## src/rtl/calc_pkg.sv

```systemverilog
// Shared definitions for the calculator arithmetic sequencer.
//   - Operation codes presented on the op input.
//   - Sequencer state encoding.
//   - Quotient reported for a divide-by-zero.
package calc_pkg;

  localparam logic [1:0] OP_ADD = 2'b00;
  localparam logic [1:0] OP_SUB = 2'b01;
  localparam logic [1:0] OP_MUL = 2'b10;
  localparam logic [1:0] OP_DIV = 2'b11;

  typedef enum logic [1:0] {
    S_IDLE = 2'd0,
    S_RUN  = 2'd1,
    S_DONE = 2'd2
  } state_e;

  localparam logic [7:0] DIV0_QUOT = 8'hFF;

endpackage

```

## src/rtl/addsub8.sv

```systemverilog
// Combinational 8-bit ripple-carry adder with operand-B invert control.
// Ports:
//   x   in  8  operand X
//   y   in  8  operand Y (inverted when inv=1)
//   inv in  1  invert Y; with ci=1 this gives x - y
//   ci  in  1  carry in
//   s   out 8  sum
//   co  out 1  carry out (no-borrow when subtracting)
module addsub8 (
  input  logic [7:0] x,
  input  logic [7:0] y,
  input  logic       inv,
  input  logic       ci,
  output logic [7:0] s,
  output logic       co
);

  logic [7:0] y_eff;
  logic       c_v;

  assign y_eff = y ^ {8{inv}};

  always_comb begin
    s   = '0;
    c_v = ci;
    for (int i = 0; i < 8; i++) begin
      s[i] = x[i] ^ y_eff[i] ^ c_v;
      c_v  = (x[i] & y_eff[i]) | (c_v & (x[i] ^ y_eff[i]));
    end
    co = c_v;
  end

endmodule

```

## src/rtl/alu_seq_ctrl.sv

```systemverilog
// Multi-cycle arithmetic sequencer: ADD/SUB (1 RUN cycle), shift-add MUL and
// restoring DIV (8 RUN cycles each), all through one shared addsub8 instance.
// Ports:
//   clk, rst            clock (rising edge), asynchronous active-high reset
//   start, op, a, b     request, operation and operands (latched on acceptance)
//   busy, done          busy from accept until back in IDLE; one-cycle done pulse
//   result_lo/hi        sum/diff | product lo/hi | quotient/remainder
//   carry, err          ADD carry / SUB no-borrow; divide-by-zero flag
module alu_seq_ctrl
  import calc_pkg::*;
#(
  parameter int unsigned WIDTH = 8
) (
  input  logic             clk,
  input  logic             rst,
  input  logic             start,
  input  logic [1:0]       op,
  input  logic [WIDTH-1:0] a,
  input  logic [WIDTH-1:0] b,
  output logic             busy,
  output logic             done,
  output logic [WIDTH-1:0] result_lo,
  output logic [WIDTH-1:0] result_hi,
  output logic             carry,
  output logic             err
);

  state_e     state_q, state_d;
  logic [1:0] op_q, op_d;
  logic [7:0] a_q, a_d, b_q, b_d;
  logic [7:0] acc_q, acc_d;  // MUL accumulator / DIV partial remainder
  logic [7:0] qr_q, qr_d;    // MUL multiplier shift reg / DIV quotient shift reg
  logic [2:0] cnt_q, cnt_d;
  logic [7:0] res_lo_q, res_lo_d, res_hi_q, res_hi_d;
  logic       carry_q, carry_d, err_q, err_d;

  logic [7:0] add_x, add_y, add_s;
  logic       add_inv, add_ci, add_co;
  logic       div0, run_last;
  logic [7:0] div_shift, mul_s, mul_acc_nxt, mul_q_nxt, div_r_nxt, div_q_nxt;
  logic       mul_c, qbit;

  assign div0      = (op_q == OP_DIV) && (b_q == 8'd0);
  // Divide-by-zero still spends one RUN cycle so its latency matches ADD/SUB.
  assign run_last  = (op_q == OP_ADD) || (op_q == OP_SUB) || div0 || (cnt_q == 3'd0);
  assign div_shift = {acc_q[6:0], qr_q[7]};

  // Adder input steering per operation.
  always_comb begin
    add_x   = a_q;
    add_y   = b_q;
    add_inv = 1'b0;
    add_ci  = 1'b0;
    unique case (op_q)
      OP_ADD: ;
      OP_SUB: begin add_inv = 1'b1; add_ci = 1'b1; end
      OP_MUL: begin add_x = acc_q; add_y = a_q; end
      OP_DIV: begin add_x = div_shift; add_inv = 1'b1; add_ci = 1'b1; end
    endcase
  end

  addsub8 u_addsub8 (
    .x   (add_x),
    .y   (add_y),
    .inv (add_inv),
    .ci  (add_ci),
    .s   (add_s),
    .co  (add_co)
  );

  always_comb begin
    mul_c       = qr_q[0] & add_co;
    mul_s       = qr_q[0] ? add_s : acc_q;
    mul_acc_nxt = {mul_c, mul_s[7:1]};
    mul_q_nxt   = {mul_s[0], qr_q[7:1]};
    // A set remainder MSB means the 9-bit shifted value already exceeds b.
    qbit        = acc_q[7] | add_co;
    div_r_nxt   = qbit ? add_s : div_shift;
    div_q_nxt   = {qr_q[6:0], qbit};
  end

  // FSM: state register.
  always_ff @(posedge clk or posedge rst) begin
    if (rst) state_q <= S_IDLE;
    else     state_q <= state_d;
  end

  // FSM: next state.
  always_comb begin
    state_d = state_q;
    case (state_q)
      S_IDLE:  if (start) state_d = S_RUN;
      S_RUN:   if (run_last) state_d = S_DONE;
      S_DONE:  state_d = S_IDLE;
      default: state_d = S_IDLE;
    endcase
  end

  // FSM: outputs.
  always_comb begin
    busy      = (state_q != S_IDLE);
    done      = (state_q == S_DONE);
    result_lo = res_lo_q;
    result_hi = res_hi_q;
    carry     = carry_q;
    err       = err_q;
  end

  // Datapath next state.
  always_comb begin
    op_d     = op_q;
    a_d      = a_q;
    b_d      = b_q;
    acc_d    = acc_q;
    qr_d     = qr_q;
    cnt_d    = cnt_q;
    res_lo_d = res_lo_q;
    res_hi_d = res_hi_q;
    carry_d  = carry_q;
    err_d    = err_q;
    if (state_q == S_IDLE && start) begin
      op_d     = op;
      a_d      = a;
      b_d      = b;
      acc_d    = 8'd0;
      qr_d     = (op == OP_DIV) ? a : b;
      cnt_d    = 3'd7;
      res_lo_d = 8'd0;
      res_hi_d = 8'd0;
      carry_d  = 1'b0;
      err_d    = 1'b0;
    end else if (state_q == S_RUN) begin
      unique case (op_q)
        OP_ADD, OP_SUB: begin
          res_lo_d = add_s;
          carry_d  = add_co;
        end
        OP_MUL: begin
          acc_d = mul_acc_nxt;
          qr_d  = mul_q_nxt;
          cnt_d = cnt_q - 3'd1;
          if (cnt_q == 3'd0) begin
            res_hi_d = mul_acc_nxt;
            res_lo_d = mul_q_nxt;
          end
        end
        OP_DIV: begin
          if (div0) begin
            res_lo_d = DIV0_QUOT;
            res_hi_d = a_q;
            err_d    = 1'b1;
          end else begin
            acc_d = div_r_nxt;
            qr_d  = div_q_nxt;
            cnt_d = cnt_q - 3'd1;
            if (cnt_q == 3'd0) begin
              res_hi_d = div_r_nxt;
              res_lo_d = div_q_nxt;
            end
          end
        end
      endcase
    end
  end

  always_ff @(posedge clk or posedge rst) begin
    if (rst) begin
      op_q     <= 2'd0;
      a_q      <= 8'd0;
      b_q      <= 8'd0;
      acc_q    <= 8'd0;
      qr_q     <= 8'd0;
      cnt_q    <= 3'd0;
      res_lo_q <= 8'd0;
      res_hi_q <= 8'd0;
      carry_q  <= 1'b0;
      err_q    <= 1'b0;
    end else begin
      op_q     <= op_d;
      a_q      <= a_d;
      b_q      <= b_d;
      acc_q    <= acc_d;
      qr_q     <= qr_d;
      cnt_q    <= cnt_d;
      res_lo_q <= res_lo_d;
      res_hi_q <= res_hi_d;
      carry_q  <= carry_d;
      err_q    <= err_d;
    end
  end

endmodule

```

## config.mk

```make
export PLATFORM = sky130hd
export DESIGN_NAME = alu_seq_ctrl
export DESIGN_NICKNAME = d
export VERILOG_FILES = /design/src/rtl/calc_pkg.sv /design/src/rtl/addsub8.sv /design/src/rtl/alu_seq_ctrl.sv
export SDC_FILE = /design/constraint.sdc
export NUM_CORES = 1
export LEC_CHECK = 0
export ABC_AREA = 1
export CORE_MARGIN = 3
export CORE_UTILIZATION = 45
export DETAILED_ROUTE_END_ITERATION = 10
export PLACE_DENSITY = 0.69
export SYNTH_ARGS = -nofsm -noshare
export SYNTH_HDL_FRONTEND = slang
export SYNTH_SLANG_ARGS = --single-unit
```

## constraint.sdc

```tcl
create_clock -name clk -period 4.2 [get_ports clk]
set_clock_uncertainty 0.05 [all_clocks]
set_input_delay 0.42 -clock clk [delete_from_list [all_inputs] [get_ports clk]]
set_output_delay 0.42 -clock clk [all_outputs]
set_load 0.005 [all_outputs]
```

==> results of run 1 <==
[sequential cells by signal (all words and copies together), names as in the netlist]
register	cells
a_q	8
acc_q	8
b_q	8
carry	1
cnt_q	3
err	1
op_q	2
qr_q	8
result_hi	8
result_lo	8
state_q	2
[worst max-delay path, cell delays in order (launching register included)]
cell	delay, ps
dfrtp_1	390
buf_6	130
inv_6	60
nand2_2	80
nand2_2	90
nand2_2	80
nand2_4	100
o21ai_4	70
fa_2	360
fa_2	350
fa_2	350
fa_2	350
fa_2	340
fa_2	340
inv_2	60
fa_2	310
nand2_4	130
a211oi_2	270
a21oi_1	100
o21ai_0	110
o21ai_1	80
[cell families after synthesis]
family,count (synthesis),share of synthesized area (%)
compound gates,145,24.4
buf+inv,76,9.77
flops,57,39.1
fa+ha+maj,9,4.53
simple gates,177,22.2
[metal layers]
layer | global-route usage [%] | up-vias
li1 | - | 1741
met1 | 34.6 | 1776
met2 | 42.2 | 174
met3 | 5.86 | 37
met4 | 10.3 | 0
met5 | 0 | -
[layout by cell type (no fill, tap or decap), types with 11 or more instances in the layout]
cell type / n
nand2_1: 107
dfrtp_1: 56
buf_4: 51
o21ai_0: 48
clkdlybuf4s50_1: 40
inv_1: 36
nor2_1: 31
a21oi_1: 23
o211ai_1: 16
o21ai_1: 16
inv_2: 11
o21ai_2: 11
[layout make-up]
type                            instances  area (µm²)  area share [%]
Clock buffer                           11         131            2.67
Clock inverter                          5        80.1            1.63
Inverter                               51         203            4.12
Multi-Input combinational cell        332        2040            41.5
Sequential cell                        57        1430            29.0
Tap cell                              102         128            2.59
Timing Repair Buffer                  102         911            18.5
[cells in the mapped netlist (4+ instances only)]
cell / n / area [µm²]
a211oi_1: 9 / 67.6
a21oi_1: 24 / 120
buf_2: 16 / 80.1
buf_6: 5 / 56.3
dfrtp_1: 57 / 1430
fa_1: 7 / 140
inv_1: 39 / 146
inv_2: 9 / 33.8
nand2_1: 117 / 439
nand3_1: 9 / 45.0
nor2_1: 34 / 128
o211ai_1: 16 / 120
o21ai_0: 57 / 285
o21ai_1: 9 / 45.0
o21ai_2: 10 / 87.6
o221ai_1: 5 / 43.8
o22ai_1: 4 / 25.0
o31ai_1: 5 / 37.5
[per-stage QoR]
stage          TNS [ps]  cell area (µm²)
2_1_floorplan     -14.7             3700
3_3_place_gp       -755             4260
3_5_place_dp      -1900             4260
4_1_cts          -0.591             4680
5_1_grt           -3170             4920
6_report          -1310             4920
[worst paths after layout]
kind                                          start                  endpoint  slack [ps]  depth (start not counted)
max                             op_q[0]$_DFFE_PP0P_  result_hi[1]$_DFFE_PP0P_        -150                         20
max reg2reg                     op_q[0]$_DFFE_PP0P_  result_hi[1]$_DFFE_PP0P_        -150                         20
min reg2reg                result_lo[4]$_DFFE_PP0P_  result_lo[4]$_DFFE_PP0P_         430                          2
min                        result_lo[4]$_DFFE_PP0P_  result_lo[4]$_DFFE_PP0P_         430                          2
max in group asynchronous                       rst       op_q[1]$_DFFE_PP0P_        3020                          3
min in group asynchronous                       rst        a_q[4]$_DFFE_PP0P_         530                          3
[power by group through the flow]
stage                     registers [mW]  logic [mW]  clock network, mW
final                              0.986        3.52              0.565
after global placement             0.971        2.74                  0
after CTS                          0.972        2.99              0.569
after detailed placement           0.975        2.77                  0
after global routing                1.01        3.81              0.605
after floorplan                    0.919        1.96                  0
[repair_timing]
| item | 4_1_cts | 5_1_grt |
|---|---|---|
| setup buffers | 24 | 14 |
| endpoints found under the setup margin | 18 | 20 |
| gates cloned | 0 | 1 |
| pin swaps | 4 | 21 |
| endpoints found under the hold margin | 0 | 0 |
| resized for setup | 11 | 49 |
==> flow_summary.toml, run 1 <==
[drt]
drt-total-wl_um = 11800
drc = 0
wl_met3_um = 779
num_vias = 3728
dr.max_layer_used = "met4"
wl_met2_um = 5650
met1_length_um = 4950
ant_nets = 0
via_per_inst = 5.65
drt_iter0_markers = 299
wire_per_inst_um = 17.9
first_pass_iters = 5

[power]
seq_power_share_pct = 19.4
power.leakage_nw = 2.23
p_per_area_nw_per_um2 = 1030
p_sw_share_pct = 48.3
intPower_mw = 2.62
pwr-share-clk_pct = 11.2
finalPower_mw = 5.07
p_comb_share_pct = 69.4
p_sw_mw = 2.45
irDropWorstVdd_mv = 0.423

[sta]
period_needed_ps = 4350
fmaxAchievable_ghz = 0.230
setup_viol = 13
rsz0062_at_grt = "true"
maxSlewHeadroom_pct = 45.3
hold_violations = 0
period_share_pct = 104
tightest_slew_ps = 820
holdWs_ps = 430
finalMaxSlewViolations = 0
fin_ws_ps = -155

[global_route]
antenna_found_initial = 0
grtUsageTotal_pct = 26.4
grt_max_degree = 58
grt_pass1_vias = 3527
gr-total-overflow = 0
grt_pass1_wl_um = 18100

[clocking]
cts_buffer_depth = 2
cts_hold_buf = 0
cts_sinks = 57
cts_tree = "done"
insertion_delay_ps = 350
cts_made_buffers = 9
clk_pin_slew_ps = 70
h-tree-depth = 3
cts_root_buffer = "clkbuf_8"

[placed_design]
portBuffers = 40
numPlacedInstances = 610
gp_congestion = 0.951
place_ws_ps = -250
hpwl_um = 7810

[floorplanning]
rows = 32
core_area_um2 = 7810
ioPinCount = 41
dieWidth_um = 96.0
initial_core_util_pct = 46.7
dieArea_um2 = 9220
die_h_um = 96.0

[logic_synthesis]
syn-num-nets = 494
synthesis.instances = 464
synth_area_um2 = 3650
synth_ff_type = "dfrtp_1"
ys_seq_area_share_pct = 39.1
ys_ff_latch = 57
syn_avg_cell_area_um2 = 7.86
synth-edff-count = 0
ys_async_sr_fraction_pct = 100
yosysWarnings = 0
synth_cell_types = 40

[layout]
area_growth_pct = 35.0
drive_above_1_share_pct = 27.4
fin_nets = 583
nFillCells = 699
post-route-util_pct = 63.1
stdcell_count = 660
n_antenna_cell = 0

[setup_path]
crit_path_max_fanout = 7
start_kind = "flip-flop"
path_class = "reg -> reg"
worstPathRequired_ps = 4360
arrival_ps = 4520
endpoint_kind = "flip-flop"

[status]
status = "complete, but fails checks"
failed_checks = "setup timing"

[min_path]
worst_hold_path_type = "reg -> reg"

[job]
cap_violations = 0
(Power assumes the default switching activity.)
==> run 2: changes to the inputs <==
==> constraint.sdc (replaced) <==
create_clock -name clk -period 4.2 [get_ports clk]
set_clock_uncertainty 0.05 [all_clocks]
set_input_delay 0.42 -clock clk [delete_from_list [all_inputs] [get_ports clk]]
set_output_delay 0.42 -clock clk [all_outputs]
set_load 0.1 [all_outputs]
==> results of run 2 <==
The final DEF is identical to that of run 1. Status: complete, but fails checks: setup timing.
Power of run 2 is not shown: default switching activity piles up to over one toggle a cycle in this logic, so the estimate is an artifact.
==> run 3: changes to the inputs <==
CORE_MARGIN = 1   (was 3)
==> run 3 against run 2 <==
Compared with the run above:
- the run still ends with setup timing left
- first-iteration DRC count is 24% lower
- worst setup slack better by 55 ps
- critical path depth stayed put
- global-route usage is 0.62 points higher
- sequential share of layout area is 2.3 points higher
- final area is 7.2% lower
- hold slack worse by 19 ps
- via count is 6.7% lower
- clock-buffer cell count is 2 higher
- routed wire length is 9.8% lower
- register-to-register slack better by 60 ps
- final cell count is 4.8% lower
==> flow_summary.toml, run 3 (synthesis gave the netlist of run 1 again) <==
[status]
status = "complete, but fails checks"
failed_checks = "setup timing"

[floorplanning]
rows = 32
die_h_um = 92.0
dieWidth_um = 92.0
initial_core_util_pct = 47.0
core_area_um2 = 7770
ioPinCount = 41
dieArea_um2 = 8470

[drt]
drc = 0
drt-total-wl_um = 10700
wire_per_inst_um = 17.0
via_per_inst = 5.54
num_vias = 3478
first_pass_iters = 5
ant_nets = 0
drt_iter0_markers = 228

[global_route]
grtUsageTotal_pct = 27.0
grt_pass1_vias = 3304
antenna_found_initial = 0
grt_pass1_wl_um = 17300
gr-total-overflow = 0
grt_max_degree = 41

[layout]
final_common_cell = "nand2_1"
layout_common_cells = "113 x nand2_1, 56 x dfrtp_1, 49 x o21ai_0"
n_antenna_cell = 0
drive_above_1_share_pct = 21.9
area_growth_pct = 25.2
fin_nets = 551

[clocking]
cts_made_buffers = 9
cts_sinks = 57
cts_buffer_depth = 2
insertion_delay_ps = 350
h-tree-depth = 3
cts_hold_buf = 0
cts_root_buffer = "clkbuf_8"
cts_tree = "done"
clk_pin_slew_ps = 70

[setup_path]
worstPathRequired_ps = 4370
arrival_ps = 4470
rr_startpoint = "op_q[1]$_DFFE_PP0P_"
slowest_delay_ps = 480
path_class = "reg -> reg"
slowest_stage = "dfrtp_2"
crit_path_max_fanout = 7
crit_path_start = "op_q[1]$_DFFE_PP0P_"
cp.buffers_inverters = 4
path_delay_family = "adder cells"
start_kind = "flip-flop"
endpoint_kind = "flip-flop"
path_cells = "inv_4 -> buf_6 -> a211oi_2 -> a21oi_2 -> fa_2 -> fa_2 -> fa_2 -> fa_2 -> fa_2 -> fa_2 -> inv_2 -> fa_2 -> buf_6 -> nand2_8 -> nand2_2 -> o21ai_2 -> nor2_2 -> a21oi_2 -> o21ai_1 -> o21ai_1"
critPathMostFrequentCell = "fa_2"

[placed_design]
hpwl_um = 7890
gp_congestion = 0.978
portBuffers = 40

[min_path]
worst_hold_path_type = "in -> async"

[sta]
setup_viol = 8
fin_ws_ps = -99.2
period_share_pct = 102
holdWs_ps = 411
tightest_slew_ps = 972
rsz0062_at_grt = "true"
fmaxAchievable_ghz = 0.233
finalMaxSlewViolations = 0
hold_violations = 0
period_needed_ps = 4300
fin_setup_tns_ps = -314
maxSlewHeadroom_pct = 35.0

[job]
cap_violations = 0
run 3: changes by cell type in the layout (fill, tap and decap cells not counted), sizes merged:
cell	before	now
buf	62	30
bufinv	2	0
clkbuf	11	13
clkinv	2	4
clkinvlp	2	0
run 3: final cells by class:
class                   count  area, µm²
well taps                 102        128
fillers                   744       3200
clock buffers              13        159
flip-flops and latches     57       1430
inverters                  51        198
multi-input cells         332       2000
clock inverters             3       15.0
repair buffers             70        641
run 3: final timing paths:
kind / end / cells after the start / slack (ps)
worst max-delay path: result_hi[2]$_DFFE_PP0P_ / 20 / -100
worst min-delay path: acc_q[4]$_DFFE_PP0P_ / 2 / 410
worst max register to register: result_hi[2]$_DFFE_PP0P_ / 20 / -100
worst min register to register: result_lo[4]$_DFFE_PP0P_ / 2 / 420
max in group asynchronous: op_q[1]$_DFFE_PP0P_ / 3 / 2850
min in group clk: result_lo[4]$_DFFE_PP0P_ / 2 / 420
run 3: worst register-to-register path: cells and delay by family (launching register included):
| family | cells | cell delay (ps) |
|---|---|---|
| flip-flops | 1 | 480 |
| AND/OR/NAND/NOR | 3 | 340 |
| AO/OA/AOI/OAI | 6 | 530 |
| adder cells (fa/ha/maj) | 7 | 2380 |
| buffers and inverters | 4 | 380 |
run 3: metrics by stage:
stage	cell area (µm²)	cells	util, %	setup WS [ps]
global route	4570	628	58.8	-208
global placement	4230	606	54.4	-140
finish	4570	628	58.8	-99.2
floorplan	3700	464	-	-18.1
CTS	4430	623	57.1	3.33
detailed placement	4230	606	54.4	-133
run 3: timing repair:
item                                   CTS  global route
setup buffers                            1             4
resized for setup                       11            29
cloned                                   0             1
pin swaps                                1            20
setup endpoints to repair               16            15
endpoints found under the hold margin    0             0
run 3: routing by layer:
| layer | share of wire [%] | vias up | track usage, % |
|---|---|---|---|
| met5 | 0 | - | 0 |
| met4 | 2.7 | 0 | 11.3 |
| met3 | 5.7 | 27 | 5.31 |
| met2 | 46 | 143 | 41.5 |
| met1 | 46 | 1639 | 37.0 |
| li1 | - | 1669 | - |
Power of run 3 is left out for the same reason.
